**src/rtl/rv32i_ctrl_if.sv**
```systemverilog
// Instruction- and data-memory handshake bundle between the RV32I control
// sequencer (master) and the memory subsystem (slave).
interface rv32i_ctrl_if;
  logic        imem_req;
  logic        imem_ack;
  logic [31:0] imem_rdata;
  logic        dmem_req;
  logic        dmem_we;
  logic        dmem_ack;

  modport master (
    output imem_req,
    input  imem_ack,
    input  imem_rdata,
    output dmem_req,
    output dmem_we,
    input  dmem_ack
  );

  modport slave (
    input  imem_req,
    output imem_ack,
    output imem_rdata,
    input  dmem_req,
    input  dmem_we,
    output dmem_ack
  );
endinterface

```
**src/rtl/rv32i_ctrl.sv**
```systemverilog
// Multi-cycle RV32I control sequencer: fetch, decode, execute, memory and
// write-back stepping with immediate generation and a retired counter.
module rv32i_ctrl (
  input  logic                clk,
  input  logic                rst,
  rv32i_ctrl_if.master        mem,
  input  logic                br_cond,
  output logic [4:0]          rs1_addr,
  output logic [4:0]          rs2_addr,
  output logic [4:0]          rd_addr,
  output logic [31:0]         imm,
  output logic [3:0]          alu_op,
  output logic                alu_src_a,
  output logic                alu_src_b,
  output logic [1:0]          wb_sel,
  output logic                rf_wr_en,
  output logic                pc_we,
  output logic                jump,
  output logic                illegal,
  output logic [31:0]         retired
);

  typedef enum logic [2:0] {
    S_FETCH  = 3'd0,
    S_DECODE = 3'd1,
    S_EXEC   = 3'd2,
    S_MEM    = 3'd3,
    S_WB     = 3'd4,
    S_TRAP   = 3'd5
  } state_t;

  localparam logic [6:0] OPC_OP     = 7'b0110011;
  localparam logic [6:0] OPC_OP_IMM = 7'b0010011;
  localparam logic [6:0] OPC_LOAD   = 7'b0000011;
  localparam logic [6:0] OPC_STORE  = 7'b0100011;
  localparam logic [6:0] OPC_BRANCH = 7'b1100011;
  localparam logic [6:0] OPC_JAL    = 7'b1101111;
  localparam logic [6:0] OPC_JALR   = 7'b1100111;
  localparam logic [6:0] OPC_LUI    = 7'b0110111;
  localparam logic [6:0] OPC_AUIPC  = 7'b0010111;

  localparam logic [3:0] ALU_ADD   = 4'd0;
  localparam logic [3:0] ALU_SUB   = 4'd1;
  localparam logic [3:0] ALU_SLL   = 4'd2;
  localparam logic [3:0] ALU_SLT   = 4'd3;
  localparam logic [3:0] ALU_SLTU  = 4'd4;
  localparam logic [3:0] ALU_XOR   = 4'd5;
  localparam logic [3:0] ALU_SRL   = 4'd6;
  localparam logic [3:0] ALU_SRA   = 4'd7;
  localparam logic [3:0] ALU_OR    = 4'd8;
  localparam logic [3:0] ALU_AND   = 4'd9;
  localparam logic [3:0] ALU_PASSB = 4'd10;

  localparam logic [1:0] WB_ALU  = 2'd0;
  localparam logic [1:0] WB_LOAD = 2'd1;
  localparam logic [1:0] WB_PC4  = 2'd2;

  localparam logic [31:0] NOP = 32'h0000_0013;

  state_t      state;
  state_t      state_nxt;
  logic [31:0] ir;

  // Instruction fields
  logic [6:0] opcode;
  logic [2:0] funct3;
  logic       funct7_5;

  assign opcode   = ir[6:0];
  assign funct3   = ir[14:12];
  assign funct7_5 = ir[30];
  assign rd_addr  = ir[11:7];
  assign rs1_addr = ir[19:15];
  assign rs2_addr = ir[24:20];

  logic is_op, is_op_imm, is_load, is_store, is_branch;
  logic is_jal, is_jalr, is_lui, is_auipc;
  logic legal, is_mem_access, writes_rd;

  assign is_op     = (opcode == OPC_OP);
  assign is_op_imm = (opcode == OPC_OP_IMM);
  assign is_load   = (opcode == OPC_LOAD);
  assign is_store  = (opcode == OPC_STORE);
  assign is_branch = (opcode == OPC_BRANCH);
  assign is_jal    = (opcode == OPC_JAL);
  assign is_jalr   = (opcode == OPC_JALR);
  assign is_lui    = (opcode == OPC_LUI);
  assign is_auipc  = (opcode == OPC_AUIPC);

  assign legal = is_op | is_op_imm | is_load | is_store | is_branch |
                 is_jal | is_jalr | is_lui | is_auipc;
  assign is_mem_access = is_load | is_store;
  assign writes_rd = is_op | is_op_imm | is_load | is_jal | is_jalr |
                     is_lui | is_auipc;

  // Shared funct3 decode; only the register form may turn ADD into SUB.
  function automatic logic [3:0] funct_to_alu(input logic [2:0] f3,
                                              input logic       f7_5,
                                              input logic       reg_form);
    logic [3:0] op;
    case (f3)
      3'b000:  op = (reg_form && f7_5) ? ALU_SUB : ALU_ADD;
      3'b001:  op = ALU_SLL;
      3'b010:  op = ALU_SLT;
      3'b011:  op = ALU_SLTU;
      3'b100:  op = ALU_XOR;
      3'b101:  op = f7_5 ? ALU_SRA : ALU_SRL;
      3'b110:  op = ALU_OR;
      default: op = ALU_AND;
    endcase
    return op;
  endfunction

  // State register.
  // NOTE: sequential state uses non-blocking assignments so every flop
  // samples pre-edge values; rst is sampled on the clock edge only.
  always_ff @(posedge clk) begin
    if (rst) state <= S_FETCH;
    else     state <= state_nxt;
  end

  // Next-state logic.
  // NOTE: every always_comb output gets a default first so no latch is
  // inferred on a path that forgets to assign it.
  always_comb begin
    state_nxt = state;
    case (state)
      S_FETCH:  if (mem.imem_ack) state_nxt = S_DECODE;
      S_DECODE: state_nxt = legal ? S_EXEC : S_TRAP;
      S_EXEC:   state_nxt = is_mem_access ? S_MEM : S_WB;
      S_MEM:    if (mem.dmem_ack) state_nxt = S_WB;
      S_WB:     state_nxt = S_FETCH;
      S_TRAP:   state_nxt = S_TRAP;
      default:  state_nxt = S_FETCH;
    endcase
  end

  // State-dependent strobes and requests; everything is 0 in TRAP.
  always_comb begin
    mem.imem_req = 1'b0;
    mem.dmem_req = 1'b0;
    mem.dmem_we  = 1'b0;
    pc_we        = 1'b0;
    rf_wr_en     = 1'b0;
    jump         = 1'b0;
    case (state)
      S_FETCH: mem.imem_req = 1'b1;
      S_MEM: begin
        mem.dmem_req = 1'b1;
        mem.dmem_we  = is_store;
      end
      S_WB: begin
        pc_we    = 1'b1;
        rf_wr_en = writes_rd && (rd_addr != 5'd0);
        jump     = is_jal | is_jalr | (is_branch & br_cond);
      end
      default: ;
    endcase
  end

  // Datapath steering, decoded purely from the instruction register.
  always_comb begin
    alu_op    = ALU_ADD;
    alu_src_a = 1'b0;
    alu_src_b = 1'b1;
    wb_sel    = WB_ALU;
    imm       = 32'd0;
    case (opcode)
      OPC_OP: begin
        alu_op    = funct_to_alu(funct3, funct7_5, 1'b1);
        alu_src_b = 1'b0;
      end
      OPC_OP_IMM: begin
        alu_op = funct_to_alu(funct3, funct7_5, 1'b0);
        imm    = {{20{ir[31]}}, ir[31:20]};
      end
      OPC_LOAD: begin
        wb_sel = WB_LOAD;
        imm    = {{20{ir[31]}}, ir[31:20]};
      end
      OPC_STORE: imm = {{20{ir[31]}}, ir[31:25], ir[11:7]};
      OPC_BRANCH: begin
        alu_src_a = 1'b1;
        imm       = {{19{ir[31]}}, ir[31], ir[7], ir[30:25], ir[11:8], 1'b0};
      end
      OPC_JAL: begin
        alu_src_a = 1'b1;
        wb_sel    = WB_PC4;
        imm       = {{11{ir[31]}}, ir[31], ir[19:12], ir[20], ir[30:21], 1'b0};
      end
      OPC_JALR: begin
        wb_sel = WB_PC4;
        imm    = {{20{ir[31]}}, ir[31:20]};
      end
      OPC_LUI: begin
        alu_op = ALU_PASSB;
        imm    = {ir[31:12], 12'd0};
      end
      OPC_AUIPC: begin
        alu_src_a = 1'b1;
        imm       = {ir[31:12], 12'd0};
      end
      default: ;
    endcase
  end

  // Instruction register, retire counter and sticky trap flag.
  always_ff @(posedge clk) begin
    if (rst) begin
      ir      <= NOP;
      retired <= 32'd0;
      illegal <= 1'b0;
    end else begin
      if (state == S_FETCH && mem.imem_ack) ir <= mem.imem_rdata;
      if (state == S_WB) retired <= retired + 32'd1;
      if (state == S_DECODE && !legal) illegal <= 1'b1;
    end
  end

endmodule

```
**src/flat_wrapper.sv**
```systemverilog
// flat-port wrapper written by rule: the top's interface ports become plain ports
module rv32i_ctrl_flat 
  (clk, rst, br_cond, rs1_addr, rs2_addr, rd_addr, imm, alu_op, alu_src_a, alu_src_b, wb_sel, rf_wr_en, pc_we, jump, illegal, retired, mem_imem_req, mem_imem_ack, mem_imem_rdata, mem_dmem_req, mem_dmem_we, mem_dmem_ack);
  rv32i_ctrl_if mem_i ();
  input  logic clk;
  input  logic rst;
  input  logic br_cond;
  output logic [4:0] rs1_addr;
  output logic [4:0] rs2_addr;
  output logic [4:0] rd_addr;
  output logic [31:0] imm;
  output logic [3:0] alu_op;
  output logic alu_src_a;
  output logic alu_src_b;
  output logic [1:0] wb_sel;
  output logic rf_wr_en;
  output logic pc_we;
  output logic jump;
  output logic illegal;
  output logic [31:0] retired;
  output wire logic [$bits(mem_i.imem_req)-1:0] mem_imem_req;
  input wire logic [$bits(mem_i.imem_ack)-1:0] mem_imem_ack;
  input wire logic [$bits(mem_i.imem_rdata)-1:0] mem_imem_rdata;
  output wire logic [$bits(mem_i.dmem_req)-1:0] mem_dmem_req;
  output wire logic [$bits(mem_i.dmem_we)-1:0] mem_dmem_we;
  input wire logic [$bits(mem_i.dmem_ack)-1:0] mem_dmem_ack;
  assign mem_imem_req = mem_i.imem_req;
  assign mem_i.imem_ack = mem_imem_ack;
  assign mem_i.imem_rdata = mem_imem_rdata;
  assign mem_dmem_req = mem_i.dmem_req;
  assign mem_dmem_we = mem_i.dmem_we;
  assign mem_i.dmem_ack = mem_dmem_ack;
  rv32i_ctrl u_core (.clk(clk), .rst(rst), .mem(mem_i), .br_cond(br_cond), .rs1_addr(rs1_addr), .rs2_addr(rs2_addr), .rd_addr(rd_addr), .imm(imm), .alu_op(alu_op), .alu_src_a(alu_src_a), .alu_src_b(alu_src_b), .wb_sel(wb_sel), .rf_wr_en(rf_wr_en), .pc_we(pc_we), .jump(jump), .illegal(illegal), .retired(retired));
endmodule
```
**config.mk**
```make
export PLATFORM = sky130hd
export DESIGN_NAME = rv32i_ctrl_flat
export DESIGN_NICKNAME = d
export VERILOG_FILES = /design/src/rtl/rv32i_ctrl_if.sv /design/src/rtl/rv32i_ctrl.sv /design/src/flat_wrapper.sv
export SDC_FILE = /design/constraint.sdc
export NUM_CORES = 1
export LEC_CHECK = 0
export BUFFER_PORTS_ARGS = -buffer_cell sky130_fd_sc_hd__buf_2
export CAP_MARGIN = 15
export CORE_ASPECT_RATIO = 0.7
export CORE_UTILIZATION = 40
export DETAILED_ROUTE_END_ITERATION = 8
export PLACE_DENSITY = 0.69
export SLEW_MARGIN = 10
export SYNTH_ARGS = -nofsm -noshare
export SYNTH_HDL_FRONTEND = slang
export SYNTH_SLANG_ARGS = --single-unit
```
**constraint.sdc**
```tcl
create_clock -name clk -period 1.7 [get_ports clk]
set_clock_uncertainty 0.05 [all_clocks]
set_input_delay 0.17 -clock clk [delete_from_list [all_inputs] [get_ports clk]]
set_output_delay 0.17 -clock clk [all_outputs]
set_load 0.05 [all_outputs]
```
# Word level (Yosys, flattened, before mapping)
# Cells that the tools add are included.
# totals
out_inout_bits,94
regBits,68
word_cells,75
input_bits,37
# classes
n_addsub,1
n_eq_ne,22
n_reduce_logical,12
n_mux,20
bitwise_logic,16
# ops
cell,n
32-bit one-hot mux with 5 select lines,1
4-bit one-hot mux with 7 select lines,2
32-bit by 1-bit adder with 32-bit output (second input constant),1
7-bit by 6-bit equality test with 1-bit output (second input constant),3
7-bit equality test (second input constant),3
3-bit equality test (second input constant),5
1-bit OR,15
3-bit one-hot mux with 5 select lines,1
7-bit by 5-bit equality test with 1-bit output (second input constant),2
3-bit by 2-bit equality test with 1-bit output (second input constant),4
3-bit two-way mux,4
4-bit one-hot mux with 3 select lines,1
1-bit two-way mux,10
7-bit by 2-bit equality test with 1-bit output (second input constant),1
3-bit by 1-bit equality test with 1-bit output (second input constant),2
3-bit logical NOT,2
3-bit OR reduction,2
5-bit nonzero test,1
2-bit inequality test (second input constant),2
2-bit one-hot mux with 2 select lines,1
2-bit OR reduction,2
1-bit logical AND,3
2-bit AND reduction,1
1-bit bitwise AND,1
1-bit logical NOT,1

# Logic depth before layout (Yosys ltp)
# depth
depth_word,11
mapped_depth,7
mapped_depth_nobuf,5

# Worst setup path after synthesis
# Ideal clock, no wire load.
# synth_timing
path_type,reg2reg
start,register u_core.state[2]
end,register u_core.ir[14]
stages_incl_launch_ff,8
setup_time_ns,0.070
t_arrival_ns,2.348
path_slack_ns,-0.769
required_ns,1.580
n_path_buf,3
cell_sequence,dfxtp_1 > buf_2 > nor3_1 > and2_1 > clkbuf_1 > buf_2 > nand2_1 > a21oi_1
# synth_between
elab_chain_cells,2
# synth_lines
element,line_no,source
start: declaration,rv32i_ctrl.sv:60,state_t state;
start signal: assignment,rv32i_ctrl.sv:119,else state <= state_nxt;
3-bit logical NOT,rv32i_ctrl.sv:214,if (state == S_FETCH && mem.imem_ack) ir <= mem.imem_rdata;
1-bit logical AND,rv32i_ctrl.sv:214,
end signal: assignment,rv32i_ctrl.sv:214,
end: declaration,rv32i_ctrl.sv:62,logic [31:0] ir;
# No other way between the ends.
# A chain may end at the register's enable or synchronous reset.

# Final worst setup path
# layout_timing
start,register u_core.ir[1]
end,output port imm[14]
# layout_between
elab_chain_cells,3
# layout_lines
element,line_no,source
7-bit equality test (tied with other cells),rv32i_ctrl.sv:168,case (opcode)
3-bit OR reduction (no source line) / 2-bit OR reduction (equally long branches),-,
32-bit one-hot mux with 5 select lines (*),rv32i_ctrl.sv:168,
end: declaration,flat_wrapper.sv:11,output logic [31:0] imm;
# Every way passes the cells marked *; elsewhere a longest branch is shown, timed or not.

==> results.sh <==
export IMPL_grt_pass1_vias=3964
export IMPL_cts_buffers=9
export IMPL_drive_above_1_share_pct=57.57
export IMPL_fmax_mhz=464.2
export IMPL_setup_viol=59
export IMPL_cp_start_kind="flop"
export IMPL_final_cells=787
export IMPL_slowest_stage="dfxtp_4"
export IMPL_overflow=0
export IMPL_die_width_microns=116.5
export IMPL_synth_top_family_by_area="simple AND/OR/NAND/NOR gates"
export IMPL_p_leak_nw=2.923
export IMPL_r2r_slack_ns=-0.12
export IMPL_die_h_microns=82.18
export IMPL_yosys_area_share_simple_pct=30.96
export IMPL_crit_arrival_ns=1.93
export IMPL_antenna_cells=0
export IMPL_grt_total_usage_pct=27.60
export IMPL_ys_warn_count=0
export IMPL_synthToLayoutAreaGrowth_pct=77.69
export IMPL_path_cells="and2_4 -> buf_6 -> nand3_4 -> clkinvlp_4 -> a21o_1 -> buf_12 -> a21o_4 -> buf_8"
export IMPL_synth_compound_area_share_pct=19.11
export IMPL_syn_inst=473
export IMPL_root_buffer="clkbuf_16"
export IMPL_ys_seq_area_share_pct=37.06
export IMPL_hpwl_mm=8.677
export IMPL_dp_slack_ns=-0.2127
export IMPL_initial_core_util_pct=42.28
export IMPL_cap_violations=0
export IMPL_setup_tns_ns=-14.58
export IMPL_grt_pass1_wl_mm=20.12
export IMPL_synth_fa_ha_area_share_pct=0.3406
export IMPL_synth_edf_count=0
export IMPL_yosys_register_bits=68
export IMPL_required_ns=1.48
export IMPL_worstMarginPinSlew_ns=0.5428
export IMPL_report_final_slew_viol_count=0
export IMPL_vias_per_cell=5.557
export IMPL_synth_fp_nets=511
export IMPL_crit_fanout=8
export IMPL_fin_crit_sh_pct=126.7
export IMPL_placed_cells=752
export IMPL_layout_commonest_cell="buf_2"
export IMPL_cp_end_kind="output pin"
export IMPL_synth_area_leaders="dfxtp_1 37%, nand2_1 8.5%, a21oi_1 7.1%"
export IMPL_rows=28
export IMPL_finalPower_mw=6.783
export IMPL_synth_xor_area_share_pct=2.623
export IMPL_htreeDepth=3
export IMPL_fillCellCount=612
export IMPL_slowest_delay_ns=0.36
export IMPL_fin_crit_ns=2.154
export IMPL_yosysTopAreaCell="dfxtp_1"
export IMPL_outcome="finished, violations left"
export IMPL_drt_wirelength_per_cell_microns=18.05
export IMPL_ant_nets=0
export IMPL_hold_path_class="in -> reg"
export IMPL_async_flop_share_pct=0
export IMPL_wl_mm=14.21
export IMPL_synth_area_mux_share_pct=1.499
export IMPL_final_util_pct=75.13
export IMPL_hold_buffers=0
export IMPL_grt_max_degree=33
export IMPL_placement_io_buffers=130
export IMPL_peakVddDrop_v=0.0006600
export IMPL_clock_sinks=68
export IMPL_syn_avg_cell_area_sq_um=7.766
export IMPL_slew_headroom_pct=63.81
export IMPL_clk_latency_ns=0.33
export IMPL_num_io_pins=131
export IMPL_hold_slack_ns=0.02347
export IMPL_gp_congestion=0.9483
export IMPL_antenna_found_initial=0
export IMPL_cts_tree="yes"
export IMPL_drtPass1Iterations=5
export IMPL_die_area_sq_um=9577
export IMPL_final_cell_mix="86 x buf_2, 81 x nand2_1, 74 x buf_4, 43 x a21oi_1, 37 x buf_6"
export IMPL_drt_initial_drc_count=355
export IMPL_violations="setup timing"
export IMPL_synth_main_ff_cell="dfxtp_1"
export IMPL_synth_top_area_share_pct=37.06
export IMPL_final_area_sq_um=6528
export IMPL_fin_ws_ns=-0.4543
export IMPL_drc=0
export IMPL_clkTransAtPathRegs_ns=0.06
export IMPL_fp_coreArea_sq_um=8688
export IMPL_vias=4373
export IMPL_ys_types=53
export IMPL_final_hold_violation_count=0
export IMPL_crit_type="reg -> out"
export IMPL_clk_path_buf_depth=2
export IMPL_powerDensity_nw_per_um2=1039
export IMPL_placed_cell_area_sq_um=5214
export IMPL_rsz0062_at_grt="yes"
export IMPL_syn_area_sq_um=3674
export IMPL_nNetsFinal=700
## worst max-delay path, delay by kind of cell (launching register included)
kind	cells	cell delay (ns)
buffers and inverters	4	0.56
and+or+nand+nor	2	0.25
DFF	1	0.36
AOI/OAI and AO/OA	2	0.41
## report_power, final
| group | total [mW] | switching (mW) | internal [mW] |
|---|---|---|---|
| Combinational | 2.99 | 1.82 | 1.17 |
| Sequential | 1.90 | 0.182 | 1.72 |
| Clock | 1.90 | 0.715 | 1.18 |
## sequential cells by signal, indices dropped and copies added (netlist names)
signal and count:
u_core.ir 32, u_core.retired 32, u_core.state 3, u_core.illegal 1
## metal layers
metal / part of all wire, % / wire length (microns) / vias up / track usage, %
li1: - / - / 2030 / -
met1: 44 / 6289 / 2102 / 38.40
met2: 46 / 6558 / 213 / 42.54
met3: 8.0 / 1141 / 28 / 6.569
met4: 1.5 / 218 / 0 / 7.848
met5: 0 / 0 / - / 0
## synthesized netlist by cell type (6+ instances only)
cell       n
o21ai_0    9
nand2_1   83
nor3_1    10
and2_1    11
or3_1      8
nand3b_1   6
nor2_1    28
nand4_1   12
xor2_1    10
clkbuf_1  21
a21oi_1   52
a21o_1    20
a22o_1     6
inv_1     10
dfxtp_1   68
nor2b_1    8
buf_2      9
nand3_1   14
buf_4     18
o31ai_1   12
or4_1     14
## cell type report
cell class / instances / area (sq um) / area share (%)
inverters: 10 / 41.29 / 0.6325
clock buffers: 11 / 242.7 / 3.719
well taps: 120 / 150.1 / 2.300
flip-flops and latches: 68 / 1470 / 22.52
clock inverters: 5 / 60.06 / 0.9201
multi-input cells: 346 / 2695 / 41.29
repair buffers: 227 / 1868 / 28.62
## final timing paths
| kind | endpoint | startpoint | cells past startpoint |
|---|---|---|---|
| worst max-delay path | imm[14] | u_core.ir[1]$_SDFFE_PP1P_ | 8 |
| worst max register to register | u_core.retired[29]$_SDFFE_PP0P_ | u_core.retired[8]$_SDFFE_PP0P_ | 5 |
| worst min register to register | u_core.illegal$_SDFFE_PP0P_ | u_core.illegal$_SDFFE_PP0P_ | 2 |
| worst min-delay path | u_core.ir[4]$_SDFFE_PP1P_ | mem_imem_rdata[4] | 3 |
## cell families after synthesis
kind of cell    Yosys count
xor+xnor                 11
mux                       5
simple gates            216
flops                    68
fa+ha+maj                 1
compound gates          112
buf+inv                  60
## what timing repair did
item	CTS	global route
resized for setup	133	102
setup endpoints to repair	62	65
gates cloned	1	1
pin swaps	22	21
buffers inserted	8	11
Note: power is estimated with default switching activity, not from simulation.
